### config.mk
export PLATFORM = sky130hd
export DESIGN_NAME = ddr2_cmd_timing_monitor
export DESIGN_NICKNAME = d
export VERILOG_FILES = /design/src/rtl/ddr2_cmd_timing_monitor.sv
export SDC_FILE = /design/constraint.sdc
export NUM_CORES = 1
export LEC_CHECK = 0
export ABC_AREA = 1
export BUFFER_PORTS_ARGS = -buffer_cell sky130_fd_sc_hd__buf_2
export CAP_MARGIN = 15
export CORE_MARGIN = 3
export CORE_UTILIZATION = 50
export CTS_BUF_LIST = sky130_fd_sc_hd__clkbuf_4 sky130_fd_sc_hd__clkbuf_8
export CTS_CLUSTER_DIAMETER = 100
export DETAILED_ROUTE_END_ITERATION = 10
export HOLD_SLACK_MARGIN = 0.08
export PLACE_DENSITY = 0.67
export SLEW_MARGIN = 20
export SYNTH_ARGS = -nofsm -noshare
export SYNTH_HDL_FRONTEND = slang
export SYNTH_SLANG_ARGS = --single-unit
### constraint.sdc
create_clock -name ddr_clk -period 2.21 [get_ports ddr_clk]
set_input_delay 0.442 -clock ddr_clk [delete_from_list [all_inputs] [get_ports ddr_clk]]
set_output_delay 0.442 -clock ddr_clk [all_outputs]
set_load 0.05 [all_outputs]
### src/rtl/ddr2_cmd_timing_monitor.sv
// Passive DDR2 command-bus checker: per-bank state, cycle ages and JEDEC timing/protocol flags.
// Optional saturating violation counter enabled by defining DDR2_MON_VIOL_COUNT_EN.
module ddr2_cmd_timing_monitor #(
    parameter int unsigned DDR_BANK_WIDTH = 3,
    parameter int unsigned DDR_ADDR_WIDTH = 13,
    parameter int unsigned T_RCD          = 3,
    parameter int unsigned T_RP           = 3,
    parameter int unsigned T_RAS          = 8,
    parameter int unsigned T_RRD          = 2,
    parameter int unsigned T_FAW          = 10,
    parameter int unsigned T_RFC          = 26,
    parameter int unsigned T_REFI         = 1560,
    parameter int unsigned REFI_SLACK     = 8
) (
    input  logic                         ddr_clk,
    input  logic                         ddr_rst_n,
    input  logic                         ddr2_cke,
    input  logic                         ddr2_cs_n,
    input  logic                         ddr2_ras_n,
    input  logic                         ddr2_cas_n,
    input  logic                         ddr2_we_n,
    input  logic [DDR_BANK_WIDTH-1:0]    ddr2_ba,
    input  logic [DDR_ADDR_WIDTH-1:0]    ddr2_a,
    input  logic                         sticky_clr,
    output logic [7:0]                   viol_pulse,
    output logic [7:0]                   viol_sticky,
    output logic [2**DDR_BANK_WIDTH-1:0] bank_open,
    output logic                         refresh_due,
    output logic [15:0]                  viol_count
);

    localparam int unsigned NB = 2 ** DDR_BANK_WIDTH;
    localparam logic [7:0]  TRCD8 = 8'(T_RCD);
    localparam logic [7:0]  TRP8  = 8'(T_RP);
    localparam logic [7:0]  TRAS8 = 8'(T_RAS);
    localparam logic [7:0]  TRRD8 = 8'(T_RRD);
    localparam logic [7:0]  TFAW8 = 8'(T_FAW);
    localparam logic [7:0]  TRFC8 = 8'(T_RFC);
    localparam logic [15:0] REFI16     = 16'(T_REFI);
    localparam logic [15:0] REFI_LIM16 = 16'(T_REFI * (REFI_SLACK + 1));

    function automatic logic [7:0] age_inc(input logic [7:0] a);
        return (a == 8'hFF) ? a : a + 8'd1;
    endfunction

    logic       cmd_valid, is_act, is_rd, is_wr, is_pre, is_ref;
    logic [2:0] rcw;

    logic [NB-1:0] bank_open_q, bank_open_d;
    logic [7:0]    act_age_q [NB];
    logic [7:0]    act_age_d [NB];
    logic [7:0]    pre_age_q [NB];
    logic [7:0]    pre_age_d [NB];
    logic [7:0]    last_act_age_q, last_act_age_d;
    logic [7:0]    ref_age_q, ref_age_d;
    logic [7:0]    faw_age_q [4];
    logic [7:0]    faw_age_d [4];
    logic [3:0]    faw_vld_q, faw_vld_d;
    logic [15:0]   refi_cnt_q, refi_cnt_d;
    logic [7:0]    viol_d, viol_pulse_q, viol_sticky_q;

    logic unused_a;
    assign unused_a = ^{ddr2_a[DDR_ADDR_WIDTH-1:11], ddr2_a[9:0]};

    assign rcw       = {ddr2_ras_n, ddr2_cas_n, ddr2_we_n};
    assign cmd_valid = ddr2_cke & ~ddr2_cs_n;
    assign is_act    = cmd_valid && (rcw == 3'b011);
    assign is_rd     = cmd_valid && (rcw == 3'b101);
    assign is_wr     = cmd_valid && (rcw == 3'b100);
    assign is_pre    = cmd_valid && (rcw == 3'b010);
    assign is_ref    = cmd_valid && (rcw == 3'b001);

    always_comb begin
        viol_d         = '0;
        bank_open_d    = bank_open_q;
        last_act_age_d = age_inc(last_act_age_q);
        ref_age_d      = age_inc(ref_age_q);
        faw_vld_d      = faw_vld_q;
        refi_cnt_d     = (refi_cnt_q == 16'hFFFF) ? refi_cnt_q : refi_cnt_q + 16'd1;
        for (int i = 0; i < NB; i++) begin
            act_age_d[i] = age_inc(act_age_q[i]);
            pre_age_d[i] = age_inc(pre_age_q[i]);
        end
        for (int j = 0; j < 4; j++) begin
            faw_age_d[j] = age_inc(faw_age_q[j]);
        end

        if (is_act) begin
            if (bank_open_q[ddr2_ba])                       viol_d[7] = 1'b1;
            if (pre_age_q[ddr2_ba] < TRP8)                  viol_d[1] = 1'b1;
            if (last_act_age_q < TRRD8)                     viol_d[3] = 1'b1;
            if ((&faw_vld_q) && (faw_age_q[3] < TFAW8))     viol_d[4] = 1'b1;
            if (ref_age_q < TRFC8)                          viol_d[5] = 1'b1;
            bank_open_d[ddr2_ba] = 1'b1;
            act_age_d[ddr2_ba]   = 8'd1;
            last_act_age_d       = 8'd1;
            // Newest ACT enters at slot 0; slot 3 always holds the oldest of the last four.
            for (int j = 3; j > 0; j--) begin
                faw_age_d[j] = age_inc(faw_age_q[j-1]);
            end
            faw_age_d[0] = 8'd1;
            faw_vld_d    = {faw_vld_q[2:0], 1'b1};
        end

        if (is_rd || is_wr) begin
            if (!bank_open_q[ddr2_ba])               viol_d[7] = 1'b1;
            else if (act_age_q[ddr2_ba] < TRCD8)     viol_d[0] = 1'b1;
        end

        if (is_pre) begin
            for (int i = 0; i < NB; i++) begin
                if (ddr2_a[10] || (i == int'(ddr2_ba))) begin
                    if (bank_open_q[i] && (act_age_q[i] < TRAS8)) viol_d[2] = 1'b1;
                    bank_open_d[i] = 1'b0;
                    pre_age_d[i]   = 8'd1;
                end
            end
        end

        if (is_ref) begin
            if (|bank_open_q)        viol_d[7] = 1'b1;
            if (ref_age_q < TRFC8)   viol_d[5] = 1'b1;
            ref_age_d  = 8'd1;
            refi_cnt_d = '0;
        end

        // Edge-detect so a saturated counter does not re-flag every cycle.
        if ((refi_cnt_d == REFI_LIM16) && (refi_cnt_q != REFI_LIM16)) viol_d[6] = 1'b1;
    end

    always_ff @(posedge ddr_clk or negedge ddr_rst_n) begin
        if (!ddr_rst_n) begin
            bank_open_q    <= '0;
            last_act_age_q <= 8'hFF;
            ref_age_q      <= 8'hFF;
            faw_vld_q      <= '0;
            refi_cnt_q     <= '0;
            viol_pulse_q   <= '0;
            viol_sticky_q  <= '0;
            for (int i = 0; i < NB; i++) begin
                act_age_q[i] <= 8'hFF;
                pre_age_q[i] <= 8'hFF;
            end
            for (int j = 0; j < 4; j++) begin
                faw_age_q[j] <= 8'hFF;
            end
        end else begin
            bank_open_q    <= bank_open_d;
            last_act_age_q <= last_act_age_d;
            ref_age_q      <= ref_age_d;
            faw_vld_q      <= faw_vld_d;
            refi_cnt_q     <= refi_cnt_d;
            viol_pulse_q   <= viol_d;
            viol_sticky_q  <= (sticky_clr ? 8'h00 : viol_sticky_q) | viol_d;
            for (int i = 0; i < NB; i++) begin
                act_age_q[i] <= act_age_d[i];
                pre_age_q[i] <= pre_age_d[i];
            end
            for (int j = 0; j < 4; j++) begin
                faw_age_q[j] <= faw_age_d[j];
            end
        end
    end

`ifdef DDR2_MON_VIOL_COUNT_EN
    logic [15:0] viol_cnt_q;

    always_ff @(posedge ddr_clk or negedge ddr_rst_n) begin
        if (!ddr_rst_n) begin
            viol_cnt_q <= '0;
        end else if (sticky_clr) begin
            viol_cnt_q <= (viol_d != 8'h00) ? 16'd1 : 16'd0;
        end else if ((viol_d != 8'h00) && (viol_cnt_q != 16'hFFFF)) begin
            viol_cnt_q <= viol_cnt_q + 16'd1;
        end
    end

    assign viol_count = viol_cnt_q;
`else
    assign viol_count = 16'h0000;
`endif

    assign viol_pulse  = viol_pulse_q;
    assign viol_sticky = viol_sticky_q;
    assign bank_open   = bank_open_q;
    assign refresh_due = (refi_cnt_q >= REFI16);

endmodule

Yosys cells after proc, flatten, opt, wreduce, memory -nomap -nowiden
Cells that the tools add are included.
{"block": "word_totals", "ff_bits": 220, "out_inout_bits": 41, "elab_cells": 241, "in_bits": 24}
{"block": "op_classes", "addsub": 23, "n_lt_le_gt_ge": 18, "bitwise": 8, "eq_ne": 40, "muxes": 96, "n_reduce_logical": 29}
{"operator": "$mux W8", "count": 40}
{"operator": "$add A8 B1 Y8 const B", "count": 22}
{"operator": "$eq A8 B8 Y1 const B", "count": 22}
{"operator": "$mux W64", "count": 2}
{"operator": "$lt A8 B4 Y1 const B", "count": 9}
{"operator": "$and A56 B56 Y56", "count": 1}
{"operator": "$not A56 Y56", "count": 1}
{"operator": "$bmux W8 S3", "count": 2}
{"operator": "$mux W1", "count": 45}
{"operator": "$mux W16", "count": 2}
{"operator": "$mux W32", "count": 1}
{"operator": "$demux W8 S3", "count": 1}
{"operator": "$lt A8 B2 Y1 const B", "count": 3}
{"operator": "$or A8 B8 Y8", "count": 3}
{"operator": "$logic_and A1 B1 Y1", "count": 17}
{"operator": "$add A16 B1 Y16 const B", "count": 1}
{"operator": "$eq A16 B14 Y1 const B", "count": 1}
{"operator": "$eq A16 B16 Y1 const B", "count": 1}
{"operator": "$ge A16 B11 Y1 const B", "count": 1}
{"operator": "$ne A16 B14 Y1 const B", "count": 1}
{"operator": "$eq A3 B3 Y1 const A", "count": 4}
{"operator": "$logic_or A1 B1 Y1", "count": 9}
{"operator": "$lt A8 B5 Y1 const B", "count": 1}
{"operator": "$reduce_or A8 Y1", "count": 1}
{"operator": "18 further kinds", "count": 23}

Depth between registers and ports, before layout
{"block": "logic_depth", "ltp_word": 21, "depth_mapped": 14, "depth_no_buf": 14}

Least setup slack after synthesis
Ideal clock, no wire load.
{"block": "synth_path", "path_type": "reg-to-output", "from": "register refi_cnt_q[3]", "to": "output refresh_due", "stages_incl_launch_ff": 5, "arrival_time_ps": 1714, "t_required_ps": 1768, "path_buffers": 0, "path_slack_ps": 54, "path_cell_list": "dfrtp_1 > nand2_1 > nand2_1 > nor4_1 > o21ai_0"}
{"block": "synth_via", "elab_chain_cells": 1}
{"element": "start, declared", "line_no": "59", "source": "logic [15:0] refi_cnt_q, refi_cnt_d;"}
{"element": "start signal, assigned", "line_no": "152", "source": "refi_cnt_q <= refi_cnt_d;"}
{"element": "$ge A16 B11 Y1", "line_no": "186", "source": "assign refresh_due = (refi_cnt_q >= REFI16);"}
{"element": "end, declared", "line_no": "28", "source": "output logic refresh_due,"}
Every way passes these cells.

Final worst setup path
{"block": "layout_path", "from": "register refi_cnt_q[14]", "to": "output refresh_due"}
Same word-level chain as after synthesis.

==> impl_metrics.toml <==
[run_status]
outcome = "completed"

[clock_tree]
clk_pin_slew_ns = 0.06
clk_latency_ns = 0.54
cts_buffers = 42
cts_sinks = 220
cts_tree = "built"
clk_path_buf_depth = 3
htreeDepth = 2
clockRootBuffer = "clkbuf_8"

[hold_path]
hp-class = "input pin to flip-flop"
worstHoldStart = "ddr2_we_n"
hold_depth = 5

[layout]
syn_to_final_growth_pct = 13.1
post_route_cells_drive_above_1_share_pct = 21.4
antenna_cells = 0
post-route-util_pct = 58.5
final_cell_count_no_fill = 1995
design_area_sq_um = 14000
seq_area_sq_um = 5730
nFillCells = 2164
final_nets = 1691
multi_input_area_sq_um = 5410

[sta]
hold_ws_ns = 0.361
min_period_ns = 2.12
hold_viol = 0
worst_slew_pin_slew_ns = 0.701
fin_skew_ns = 0.0158
final.setup.worst_slack_ns = 0.0861
slew_headroom_pct = 53.2
tns_ns = 0
max_freq_ghz = 0.471
maxSlewViolCount = 0
finalCritPeriodShare_pct = 96.1
finalSetupViolations = 0

[placed_design]
place_ws_ns = 0.141
dp_cells = 1916
placed_cell_area_sq_um = 13000
dp.final_hpwl_mm = 20.3
io_buffers = 36
place_congestion = 0.915

[synthesis]
yosys_warnings = 0
netlist_area_sq_um = 12400
yosysUniqueCellTypes = 53
synthArstFlopShare_pct = 100
yosysSeqAreaShare_pct = 46.3
synth-seq-cells = 220
synth_area_per_cell_sq_um = 7.92
ys.flop_type = "dfstp_2"
synth_edf_count = 0
syn_inst = 1560

[pwr]
switchingPower_mw = 6.93
design_power_total_mw = 18.9
p_seq_share_pct = 45.6
p_clk_share_pct = 23.2
cellLeakagePower_nw = 6.81
intPower_mw = 11.9
swShare_pct = 36.8
combPwrFrac_pct = 31.2
ir_drop_v = 0.000626
powerDensity_nw_per_um2 = 1350

[grt]
grtUsageTotal_pct = 21.4
grt_max_degree = 52
grt_pass1_wl_mm = 47.0
antenna_found_initial = 0
grt-ovfl-total = 0
grt_pass1_vias = 9890

[drt]
vias = 10343
post_drt_wl_per_cell_microns = 14.0
drc = 0
first_iter_violations = 620
drt_wl_total_mm = 27.8
routed_via_density = 5.18
ant_nets = 0
firstDrtPassIters = 8

[floorplanning]
initial_core_util_pct = 51.7
dieArea_sq_um = 26600
rows = 56
die_h_microns = 163
ios = 65
die_width_microns = 163
core_region_area_sq_um = 23900

[flow_run]
drv_cap = 0

[critical_path]
r2r_start = "act_age_q[57]"
cp.arrival_ns = 1.68
critPathKind = "flip-flop to output port"
cp-start-kind = "flip-flop"
rr_worst_depth = 9
critical_path_required_ns = 1.77
startpoint = "refi_cnt_q[14]"
path_max_fanout = 3
endpoint_kind = "output port"
## path summary, 6_finish.rpt
check	slack, ns	to
max in group asynchronous	1.12	pre_age_q[6]
worst max register to register	0.27	act_age_q[58]
worst max-delay path	0.09	refresh_due
worst min register to register	0.48	faw_vld_q[0]
min in group asynchronous	0.42	bank_open[0]
worst min-delay path	0.36	viol_pulse[5]
## power by group through the flow
stage / sequential [mW] / combinational, mW / clock (mW)
4_1_cts: 8.57 / 5.90 / 4.53
3_5_place_dp: 8.59 / 5.88 / 0
3_3_place_gp: 8.55 / 5.67 / 0
5_1_grt: 8.90 / 6.86 / 4.72
2_1_floorplan: 8.25 / 4.70 / 0
6_report: 8.60 / 5.89 / 4.38
## sequential cells by signal (all words and copies together), names as in the netlist
signal and count:
faw_vld_q 4, viol_sticky 8, pre_age_q 64, bank_open 8, ref_age_q 8, act_age_q 64, last_act_age_q 8, refi_cnt_q 16
faw_age_q 32, viol_pulse 8
## cells by family (layout without fill, tap and decap cells)
logic type / count (synthesis) / count (layout) / synth area share [%]
buffers and inverters: 326 / 427 / 10.5
DFF: 220 / 220 / 46.3
AOI/OAI and AO/OA: 255 / 255 / 12.0
adders and majority gates: 24 / 24 / 2.43
and+or+nand+nor: 686 / 686 / 25.2
other: 1 / 16 / 0.0303
muxes: 9 / 9 / 0.729
xor gates and xnor gates: 39 / 39 / 2.76
## critical path: stages, from the launching register on
cell and delay, ns:
dfrtp_1 0.39, or2_2 0.31, nor4_2 0.14, o21ai_1 0.11, buf_4 0.20
## cells in the mapped netlist, types with 9 or more instances
| cell | number | share of area, % |
|---|---|---|
| a211oi_1 | 25 | 1.5 |
| a21oi_1 | 71 | 2.9 |
| buf_4 | 17 | 1.0 |
| dfrtp_1 | 44 | 8.9 |
| dfstp_2 | 176 | 37 |
| ha_1 | 24 | 2.4 |
| inv_1 | 284 | 8.6 |
| inv_2 | 12 | 0.36 |
| mux2i_1 | 9 | 0.73 |
| nand2_1 | 277 | 8.4 |
| nand3_1 | 113 | 4.6 |
| nand4_1 | 30 | 1.5 |
| nor2_1 | 143 | 4.3 |
| nor2_2 | 16 | 0.81 |
| nor3_1 | 66 | 2.7 |
| nor4_1 | 12 | 0.61 |
| o211ai_1 | 23 | 1.4 |
| o21ai_0 | 88 | 3.6 |
| o22ai_1 | 18 | 0.91 |
| xnor2_1 | 12 | 0.85 |
| xor2_1 | 27 | 1.9 |
## routing by layer
| layer | vias up | wire (microns) | global-route usage, % |
|---|---|---|---|
| li1 | 5269 | - | - |
| met4 | 0 | 629 | 6.73 |
| met5 | - | 0 | 0 |
| met2 | 247 | 12800 | 34.4 |
| met3 | 51 | 1540 | 3.91 |
| met1 | 4776 | 12900 | 29.5 |
## cell type report
cell class	instances	share of cell area, %
inverters	297	7.98
well taps	319	2.86
clock buffers	68	6.34
clock inverters	9	0.519
flip-flops and latches	220	41.0
multi-input cells	1029	38.7
repair buffers	53	2.67
## placed cells by master, fill, tap and decap left out, types with 5 or more instances in the layout
master,n
buf_2,34
nor4_1,10
mux2i_1,9
clkinv_2,7
clkbuf_4,8
nor3_1,66
nor2_4,6
nand3b_1,6
inv_2,12
nand4_1,30
nor2_1,143
a211oi_1,25
a31oi_1,6
o31ai_1,5
inv_1,284
o21ai_0,87
nand3_1,113
xnor2_1,12
ha_1,24
conb_1,16
a21oi_1,71
o211ai_1,23
nand2_1,276
xor2_1,27
buf_4,13
nor2_2,16
nand2_2,6
o21ai_1,5
clkbuf_8,60
dfstp_2,176
o22ai_1,18
dfrtp_1,44
## what timing repair did
action | 4_1_cts | 5_1_grt
gates resized for setup | 3 | 2
hold buffers | 1 | 0
hold endpoints to repair | 4 | 0
setup endpoints to repair | 1 | 1
buffers inserted | 1 | 0
Note: power is estimated with default switching activity, not from simulation.
